**config.mk**
```make
export PLATFORM = sky130hd
export DESIGN_NAME = cpu8
export DESIGN_NICKNAME = d
export VERILOG_FILES = /design/src/rtl/cpu8_pkg.sv /design/src/rtl/cpu8_alu.sv /design/src/rtl/cpu8.sv
export SDC_FILE = /design/constraint.sdc
export NUM_CORES = 2
export LEC_CHECK = 0
export BUFFER_PORTS_ARGS = -buffer_cell sky130_fd_sc_hd__buf_2
export CAP_MARGIN = 40
export CORE_ASPECT_RATIO = 1.1
export CORE_MARGIN = 2
export CORE_UTILIZATION = 40
export DETAILED_ROUTE_END_ITERATION = 10
export PLACE_DENSITY = 0.61
export SYNTH_ARGS = -nofsm -noshare
export SYNTH_HDL_FRONTEND = slang
export SYNTH_SLANG_ARGS = --single-unit
```
**constraint.sdc**
```tcl
create_clock -name clk -period 6.4 [get_ports clk]
set_clock_uncertainty 0.1 [all_clocks]
set_input_delay 1.28 -clock clk [delete_from_list [all_inputs] [get_ports clk]]
set_output_delay 1.28 -clock clk [all_outputs]
set_load 0.02 [all_outputs]
```
**src/rtl/cpu8_pkg.sv**
```systemverilog
// Shared encodings for the cpu8 accumulator/register core: instruction classes,
// ALU operations, branch conditions, flag bit positions and control states.
package cpu8_pkg;

  localparam int IMEM_DEPTH = 256;
  localparam int NUM_REGS   = 8;

  localparam logic [1:0] CLS_ALU = 2'b00;
  localparam logic [1:0] CLS_MOV = 2'b01;
  localparam logic [1:0] CLS_BR  = 2'b10;
  localparam logic [1:0] CLS_IMM = 2'b11;

  typedef enum logic [2:0] {
    ALU_PASS = 3'b000,
    ALU_ADD  = 3'b001,
    ALU_SUB  = 3'b010,
    ALU_AND  = 3'b011,
    ALU_OR   = 3'b100,
    ALU_XOR  = 3'b101,
    ALU_SHL  = 3'b110,
    ALU_CMP  = 3'b111
  } alu_op_t;

  localparam logic [1:0] BR_JMP  = 2'b00;
  localparam logic [1:0] BR_JZ   = 2'b01;
  localparam logic [1:0] BR_JC   = 2'b10;
  localparam logic [1:0] BR_HALT = 2'b11;

  localparam int FLAG_Z = 0;
  localparam int FLAG_C = 1;
  localparam int FLAG_N = 2;
  localparam int FLAG_V = 3;

  typedef enum logic [1:0] {
    FETCH = 2'd0,
    EXEC  = 2'd1,
    HALT  = 2'd2
  } state_t;

endpackage

```
**src/rtl/cpu8_alu.sv**
```systemverilog
// Combinational 8-bit ALU: result, Z/C/N/V flags and a writeback enable
// (CMP computes flags only).
module cpu8_alu
  import cpu8_pkg::*;
(
  input  logic [7:0] a,
  input  logic [7:0] b,
  input  alu_op_t    op,
  input  logic [7:0] flags_in,
  output logic [7:0] result,
  output logic [7:0] flags_out,
  output logic       wb_en
);

  logic [8:0] sum9;
  logic [8:0] diff9;

  assign sum9  = {1'b0, a} + {1'b0, b};
  assign diff9 = {1'b0, a} - {1'b0, b};

  // NOTE: every output gets a default first so no path through the case infers a latch.
  always_comb begin
    result    = b;
    flags_out = flags_in;
    wb_en     = 1'b1;
    flags_out[FLAG_C] = 1'b0;
    flags_out[FLAG_V] = 1'b0;
    unique case (op)
      ALU_PASS: result = b;
      ALU_ADD: begin
        result = sum9[7:0];
        flags_out[FLAG_C] = sum9[8];
        flags_out[FLAG_V] = (a[7] == b[7]) && (sum9[7] != a[7]);
      end
      ALU_SUB, ALU_CMP: begin
        result = diff9[7:0];
        flags_out[FLAG_C] = diff9[8];
        flags_out[FLAG_V] = (a[7] != b[7]) && (diff9[7] != a[7]);
        wb_en = (op != ALU_CMP);
      end
      ALU_AND: result = a & b;
      ALU_OR:  result = a | b;
      ALU_XOR: result = a ^ b;
      ALU_SHL: begin
        result = {a[6:0], 1'b0};
        flags_out[FLAG_C] = a[7];
      end
      default: result = b;
    endcase
    flags_out[FLAG_Z] = (result == 8'h00);
    flags_out[FLAG_N] = result[7];
  end

endmodule

```
**src/rtl/cpu8.sv**
```systemverilog
// cpu8 top: byte-serially loaded 256-byte instruction memory, 8x8 register file
// and a FETCH/EXEC/HALT control FSM driving the cpu8_alu datapath.
module cpu8
  import cpu8_pkg::*;
(
  input  logic       clk,
  input  logic       reset,
  input  logic       ins_write,
  input  logic [7:0] instruction_write_data,
  output logic [7:0] pc,
  output logic [7:0] instruction,
  output logic [7:0] alu_result,
  output logic [7:0] flag
);

  logic [7:0] mem [IMEM_DEPTH];
  logic [7:0] regs [NUM_REGS];
  logic [7:0] wptr;
  state_t     state, state_nxt;

  logic [1:0] cls;
  logic [2:0] r_hi, r_lo;
  logic [7:0] operand;
  logic [7:0] alu_a, alu_b, alu_y, alu_flags;
  logic       alu_wb;
  logic       br_taken;

  assign cls     = instruction[7:6];
  assign r_hi    = instruction[5:3];
  assign r_lo    = instruction[2:0];
  assign operand = mem[pc];

  // NOTE: the memory has no reset; a reset only rewinds wptr, so program bytes survive.
  always_ff @(posedge clk) begin
    if (ins_write) mem[wptr] <= instruction_write_data;
  end

  always_comb begin
    alu_a = regs[0];
    alu_b = regs[r_lo];
    if (cls == CLS_IMM) begin
      alu_a = regs[r_lo];
      alu_b = operand;
    end
  end

  cpu8_alu u_alu (
    .a         (alu_a),
    .b         (alu_b),
    .op        (alu_op_t'(r_hi)),
    .flags_in  (flag),
    .result    (alu_y),
    .flags_out (alu_flags),
    .wb_en     (alu_wb)
  );

  always_comb begin
    br_taken = 1'b0;
    unique case (instruction[5:4])
      BR_JMP:  br_taken = 1'b1;
      BR_JZ:   br_taken = flag[FLAG_Z];
      BR_JC:   br_taken = flag[FLAG_C];
      default: br_taken = 1'b0;
    endcase
  end

  always_comb begin
    state_nxt = state;
    if (ins_write) begin
      state_nxt = FETCH;
    end else begin
      unique case (state)
        FETCH:   state_nxt = EXEC;
        EXEC:    state_nxt = (cls == CLS_BR && instruction[5:4] == BR_HALT) ? HALT : FETCH;
        HALT:    state_nxt = HALT;
        default: state_nxt = FETCH;
      endcase
    end
  end

  // NOTE: all sequential state is updated with non-blocking assignments only.
  always_ff @(posedge clk or negedge reset) begin
    if (!reset) begin
      state       <= FETCH;
      pc          <= 8'h00;
      instruction <= 8'h00;
      alu_result  <= 8'h00;
      flag        <= 8'h00;
      wptr        <= 8'h00;
      for (int i = 0; i < NUM_REGS; i++) regs[i] <= 8'h00;
    end else begin
      state <= state_nxt;
      if (ins_write) begin
        wptr <= wptr + 8'd1;
        pc   <= 8'h00;
      end else if (state == FETCH) begin
        instruction <= operand;
        pc          <= pc + 8'd1;
      end else if (state == EXEC) begin
        unique case (cls)
          CLS_ALU: begin
            if (alu_wb) regs[0] <= alu_y;
            alu_result <= alu_y;
            flag       <= alu_flags;
          end
          CLS_MOV: begin
            regs[r_hi] <= regs[r_lo];
            alu_result <= regs[r_lo];
          end
          CLS_BR: begin
            if (instruction[5:4] != BR_HALT)
              pc <= br_taken ? operand : pc + 8'd1;
          end
          default: begin
            if (alu_wb) regs[r_lo] <= alu_y;
            alu_result <= alu_y;
            flag       <= alu_flags;
            pc         <= pc + 8'd1;
          end
        endcase
      end
    end
  end

endmodule

```
[Yosys cells after proc, flatten, opt, wreduce, memory -nomap -nowiden]
Memories as Yosys holds them, arrays and structs flattened.
Index checks and enable logic that the tools add are counted.
Word-level totals
  flip-flop bits (word level): 102
  bits in writable memories: 2048
  output and inout bits: 32
  logic and storage cells: 111
  memories kept: 1
Memory list
  mem: words 256, width 8, read ports 1, clocked after Yosys merged registers in 0, write ports 1, line cpu8.sv:16  | logic [7:0] mem [IMEM_DEPTH];
Cells by class
  $add $sub $neg: 4
  magnitude comparators: 4
  equal/unequal tests: 24
  mux-type cells: 32
  bitwise logic cells: 10
  reduce and logical (&&, ||, !) cells: 22
Operators with widths (count)
  64-bit bitwise mux: 2
  56-bit case mux with 2 select lines: 1
  8-bit 2-to-1 mux: 12
  64-bit 2-to-1 mux: 1
  8-bit case mux with 7 select lines: 1
  8-bit demux with 3-bit select: 2
  8-bit case mux with 2 select lines: 2
  8-bit binary-select mux with 3-bit select: 1
  8-bit case mux with 3 select lines: 1
  8-bit by 1-bit adder with 8-bit output, second input constant: 2
  3-bit == test, second input constant: 4
  2-bit == test, second input constant: 5
  8-bit by 8-bit adder with 9-bit output: 1
  8-bit by 8-bit subtractor with 9-bit output: 1
  8-bit bitwise AND: 1
  4-bit >= comparator, second input constant: 2
  8-bit logical NOT: 1
  4-bit by 1-bit less-than comparator with 1-bit output, second input constant: 2
  3-bit NOT with 4-bit output: 2
  8-bit bitwise OR: 1
  4-bit AND reduction: 2
  2-bit OR reduction: 4
  8-bit bitwise XOR: 1
  2-bit by 1-bit == test with 1-bit output, second input constant: 3
  other kinds (23): 41

[Logic depth before layout (Yosys ltp)]
  depth after elaboration: 10
  depth in mapped cells: 25
  mapped depth without buffers: 20

[Cells and area by module]
From an unflattened synthesis, not the netlist that was laid out.
Unflattened totals
  cell total of the unflattened synthesis: 4417
  area total of the unflattened synthesis: 86817.0 um^2
By module, submodules not included
  cpu8: instances 1, cells an instance 4211, area an instance 85331.8 um^2, sequential area each 64151.5 um^2
  cpu8_alu: instances 1, cells an instance 206, area an instance 1485.2 um^2, sequential area each 0.0 um^2

[Least setup slack after synthesis]
OpenSTA, ideal clock, no wires.
  path type: reg2reg
  start point: reg pc[0]
  end point: reg flag[0]
  data arrival time: 5.072 ns
  required time: 6.234 ns
  slack: 1.162 ns
  stages on the path, launching flop included: 21
  clock period less this slack: 5.238 ns
  cells stage by stage: dfrtp_1 -> buf_2 -> buf_2 -> mux4_2 -> mux4_2 -> nor2_1 -> a31oi_1 -> a21oi_1 -> a22o_1 -> and2_1 -> a21o_1 -> ha_1 -> nor2b_1 -> o21ai_0 -> a21boi_0 -> o21ai_0 -> a221oi_1 -> mux2i_1 -> o211ai_1 -> a2111oi_2 -> a31o_1
Between the ends
  longest elaborated chain between the ends: 5
RTL lines
  from (decl): line cpu8.sv:10  | output logic [7:0] pc,
  from (signal assigned): line cpu8.sv:98  | pc <= pc + 8'd1;
  from (signal assigned): line cpu8.sv:112  | pc <= br_taken ? operand : pc + 8'd1;
  from (signal assigned): line cpu8.sv:118  | pc <= pc + 8'd1;
  memory read 256 x 8 bit *
  8-bit 2-to-1 mux *: line cpu8.sv:41  | if (cls == CLS_IMM) begin
  8-bit by 8-bit subtractor with 9-bit output, or another cell as far along: line cpu8_alu.sv:19  | assign diff9 = {1'b0, a} - {1'b0, b};
  8-bit case mux with 7 select lines *: line cpu8_alu.sv:28  | unique case (op)
  8-bit logical NOT *: line cpu8_alu.sv:50  | flags_out[FLAG_Z] = (result == 8'h00);
  to (signal assigned): line cpu8.sv:104  | flag <= alu_flags;
  to (signal assigned): line cpu8.sv:117  | flag <= alu_flags;
  to (decl): line cpu8.sv:13  | output logic [7:0] flag
Mark *: on every way between the ends. The rest lies on a longest branch, timed or not.
A chain may end at the register's enable or synchronous reset.

[Worst setup path after layout]
  start point: reg pc[2]
  end point: reg regs[7] in the netlist's numbering
Between the ends
  longest elaborated chain between the ends: 7
RTL lines
  memory read 256 x 8 bit *
  8-bit 2-to-1 mux *: line cpu8.sv:41
  8-bit by 8-bit subtractor with 9-bit output, or another cell as far along: line cpu8_alu.sv:19
  8-bit case mux with 7 select lines *: line cpu8_alu.sv:28
  64-bit bitwise mux *: line cpu8.sv:115  | if (alu_wb) regs[r_lo] <= alu_y;
  64-bit 2-to-1 mux *: line cpu8.sv:115
  56-bit case mux with 2 select lines *: line cpu8.sv:100  | unique case (cls)
  to (signal, indexed assignment): line cpu8.sv:107  | regs[r_hi] <= regs[r_lo];
  to (signal, indexed assignment): line cpu8.sv:115
  to (decl): line cpu8.sv:17  | logic [7:0] regs [NUM_REGS];
Mark *: on every way between the ends. The rest lies on a longest branch, timed or not. The select of a mux whose other input is x is not followed.

==> results.cfg <==
[die]
initial_utilization_pct = 40.3
core_area_sq_um = 216000
die_x_microns = 449
io_pins = 43
chipHeight_microns = 493
row_count = 179
floorplan.die_area_sq_um = 221000

[placement]
buffer_ports.inserted = 38
standard_cell_area_after_detailed_placement_sq_um = 93200
final_wtd_congestion = 0.922
place_worst_setup_slack_ps = 146
final_hpwl_dp_mm = 171

[route]
drt_iter0_drc = 6738
via_density_per_instance = 5.97
detail_route.first_pass.iterations = 6
drc = 0
via_count = 48644
finalWirelength_mm = 260
wire_per_inst_microns = 31.9
ant_nets = 0

[yosys]
most_frequently_used_flop_master_after_synthesis = sky130_fd_sc_hd__edfxtp_1
synth.yosys.seq_area_share_pct = 73.6
synth_warnings = 0
syn-mean-instance-area_sq_um = 18.6
async_reset_ff_share_pct = 4.74
netlist_instances = 4670
synth.lib_cells_used.distinct = 96
synth-edff-count = 2048
synth.cell_area_sq_um = 87100
ys_ff_latch = 2150

[worst_setup_path]
crit_slowest_cell = sky130_fd_sc_hd__a221oi_1
critical_path_maximum_fanout = 20
critical_path.cell_chain = buf_12 > buf_4 > nor2_4 > a22oi_1 > a21oi_1 > nor3_1 > a221oi_1 > a31oi_1 > nand2_1 > nand2_1 > ha_1 > o21ai_0 > a21boi_0 > o21ai_0 > a221oi_1 > buf_4 > mux2i_1 > o211ai_1 > buf_4 > a31oi_1 > o21ai_0
crit_path_start_kind = register
longest_individual_stage_delay_on_the_worst_path_ps = 710
timing.critical_path.required_ps = 7030
cp.arrival_ps = 6880
path_class = register to register
timing.critical_path.to_type = register

[power]
cellInternalPower_mw = 27.7
pwr-share-clk_pct = 29.3
pwrdens_nw_per_um2 = 414
power.static_leakage_nw = 31.9
power.share.combinational_pct = 31.8
net_switching_fraction_of_the_power_pct = 33.2
psw_mw = 13.7
vdd_drop_max_mv = 0.379
share_seq_of_total_power_pct = 39.0

[run]
drv.max_cap_violation_count = 0

[cts]
clockBufferDepth = 3
cts_tree = yes
cts_num_sinks = 2150
cts_max_level = 4
insertion_delay_ps = 890
clk_root_buffer_cell = sky130_fd_sc_hd__clkbuf_16
clkSlewWorstSetupHoldPaths_ps = 70
cts_inserted_buffers = 210
cts-hold-fix-buffers = 0

[finish]
num-nets-final = 5117
mostFrequentLayoutCell = sky130_fd_sc_hd__edfxtp_1
final_cell_mix = sky130_fd_sc_hd__edfxtp_1, sky130_fd_sc_hd__mux4_2, sky130_fd_sc_hd__nor2_1, sky130_fd_sc_hd__buf_4, sky130_fd_sc_hd__clkbuf_16
area.growth.synth_to_final_pct = 15.0
layout.cell_area.non_filler_sq_um = 100000
layout-drive-gt1-share_pct = 25.0

[grt]
grt_pass1_vias = 47470
globalRouteOverflowTotal = 0
grt_first_pass_wirelength_mm = 365
antenna_found_initial = 6
gr-usage-all-layers_pct = 23.1
grt_max_degree = 195

[sta]
finalHoldWorstSlack_ps = 392
max_freq_mhz = 160
final_period_minus_worst_setup_slack_ps = 6250
hold_viol = 0
slew_headroom_pct = 29.1
setup_ws_ps = 148
report.final.setup_viol = 0
final_max_slew_viol_count = 0
worstMarginPinSlew_ps = 1060
setup-tns-final_ps = 0
fin_crit_sh_pct = 97.7

[min_path]
hp-class = input port to async pin

[status]
status = finished, final reports clean
flip-flops by register name (all words and copies together) (netlist names):
register,flops
mem,2048
regs,64
alu_result,8
instruction,8
pc,8
wptr,8
flag,4
state,2
synth_stat cells, types with 14 or more instances:
| cell | n | area share [%] |
|---|---|---|
| sky130_fd_sc_hd__a211oi_1 | 28 | 0.24 |
| sky130_fd_sc_hd__a21oi_1 | 152 | 0.87 |
| sky130_fd_sc_hd__a221o_1 | 16 | 0.18 |
| sky130_fd_sc_hd__a221oi_1 | 33 | 0.33 |
| sky130_fd_sc_hd__a22o_1 | 20 | 0.20 |
| sky130_fd_sc_hd__a22oi_1 | 112 | 0.97 |
| sky130_fd_sc_hd__a31oi_1 | 42 | 0.30 |
| sky130_fd_sc_hd__and2_1 | 19 | 0.14 |
| sky130_fd_sc_hd__buf_2 | 74 | 0.43 |
| sky130_fd_sc_hd__buf_4 | 41 | 0.35 |
| sky130_fd_sc_hd__buf_6 | 35 | 0.45 |
| sky130_fd_sc_hd__clkbuf_1 | 123 | 0.53 |
| sky130_fd_sc_hd__dfrtp_1 | 102 | 2.9 |
| sky130_fd_sc_hd__edfxtp_1 | 2048 | 71 |
| sky130_fd_sc_hd__ha_1 | 34 | 0.49 |
| sky130_fd_sc_hd__inv_1 | 42 | 0.18 |
| sky130_fd_sc_hd__mux2_2 | 23 | 0.30 |
| sky130_fd_sc_hd__mux2i_1 | 186 | 2.1 |
| sky130_fd_sc_hd__mux4_2 | 464 | 12 |
| sky130_fd_sc_hd__nand2_1 | 162 | 0.70 |
| sky130_fd_sc_hd__nand2b_1 | 19 | 0.14 |
| sky130_fd_sc_hd__nand3_1 | 55 | 0.32 |
| sky130_fd_sc_hd__nand4_1 | 14 | 0.10 |
| sky130_fd_sc_hd__nor2_1 | 426 | 1.8 |
| sky130_fd_sc_hd__nor2b_1 | 37 | 0.27 |
| sky130_fd_sc_hd__nor3_1 | 32 | 0.18 |
| sky130_fd_sc_hd__o21ai_0 | 76 | 0.44 |
| sky130_fd_sc_hd__o221ai_1 | 15 | 0.15 |
| sky130_fd_sc_hd__o22ai_1 | 30 | 0.22 |
layer usage:
layer	up-vias	wire length [microns]	share of wire, %	GRT usage, %
li1	19784	-	-	-
met1	25672	99500	38	30.7
met2	2650	124000	48	37.2
met3	528	23300	9.0	4.53
met4	10	12600	4.8	9.96
met5	-	80	0.031	0
worst max-delay path: cells and delay by family (launching register included):
kind / cells / cell delay, ps
AOI/OAI and AO/OA: 11 / 2860
adders and majority gates: 1 / 430
buffers and inverters: 4 / 910
DFF: 1 / 620
muxes: 1 / 170
and+or+nand+nor: 4 / 970
timing repair:
| action | in CTS | in global routing |
|---|---|---|
| resized for setup | 0 | 9 |
| endpoints found under the hold margin | 0 | 0 |
| endpoints found under the setup margin | 0 | 20 |
| setup buffers | 0 | 7 |
worst paths after layout:
path / slack, ps / startpoint / cells past startpoint / end
max in group asynchronous: 4430 / reset / 2 / pc[2]$_DFFE_PN0P_
worst max-delay path: 150 / pc[2]$_DFFE_PN0P_ / 21 / regs[7]$_DFFE_PN0P_
worst max register to register: 150 / pc[2]$_DFFE_PN0P_ / 21 / regs[7]$_DFFE_PN0P_
worst min-delay path: 390 / reset / 1 / regs[37]$_DFFE_PN0P_
worst min register to register: 390 / regs[7]$_DFFE_PN0P_ / 2 / regs[7]$_DFFE_PN0P_
min in group clk: 390 / regs[7]$_DFFE_PN0P_ / 2 / regs[7]$_DFFE_PN0P_
cell families (layout without fill, tap and decap cells):
family                   count (synthesis)  count (layout)  share of synthesized area (%)
flip-flops                            2150            2150                           73.6
AND/OR/NAND/NOR                        825             825                           4.18
multiplexers                           675             675                           14.5
AO/OA/AOI/OAI                          628             628                           4.98
buffers and inverters                  344             920                           2.18
adder cells (fa/ha/maj)                 36              36                          0.534
XOR/XNOR                                11              11                          0.111
other                                    1               6                        0.00431
stage by stage:
stage	instances	util [%]	total power, mW
floorplan	4673	-	24.1
global route	8146	46.3	42.7
detailed placement	7740	43.1	29.3
global placement	7577	42.4	29.2
CTS	8131	46.2	41.3
finish	8147	46.3	41.4
power groups by stage:
stage / Sequential (mW) / Clock (mW) / Combinational (mW)
floorplan: 16.3 / 0 / 7.79
global placement: 16.4 / 0 / 12.8
detailed placement: 16.4 / 0 / 12.9
CTS: 16.1 / 12.3 / 12.9
global route: 16.2 / 12.8 / 13.7
finish: 16.1 / 12.1 / 13.2
cell type report:
cell class	instances	area (sq um)
fill	18269	116000
sequential	2150	64100
multi-input combinational	2179	21200
clock buffer	260	5490
timing repair buffer	480	4280
tap	2896	3620
clock inverter	131	1250
inverter	49	185
antenna	2	5.00
No activity file was read; power rests on OpenSTA's default activity.
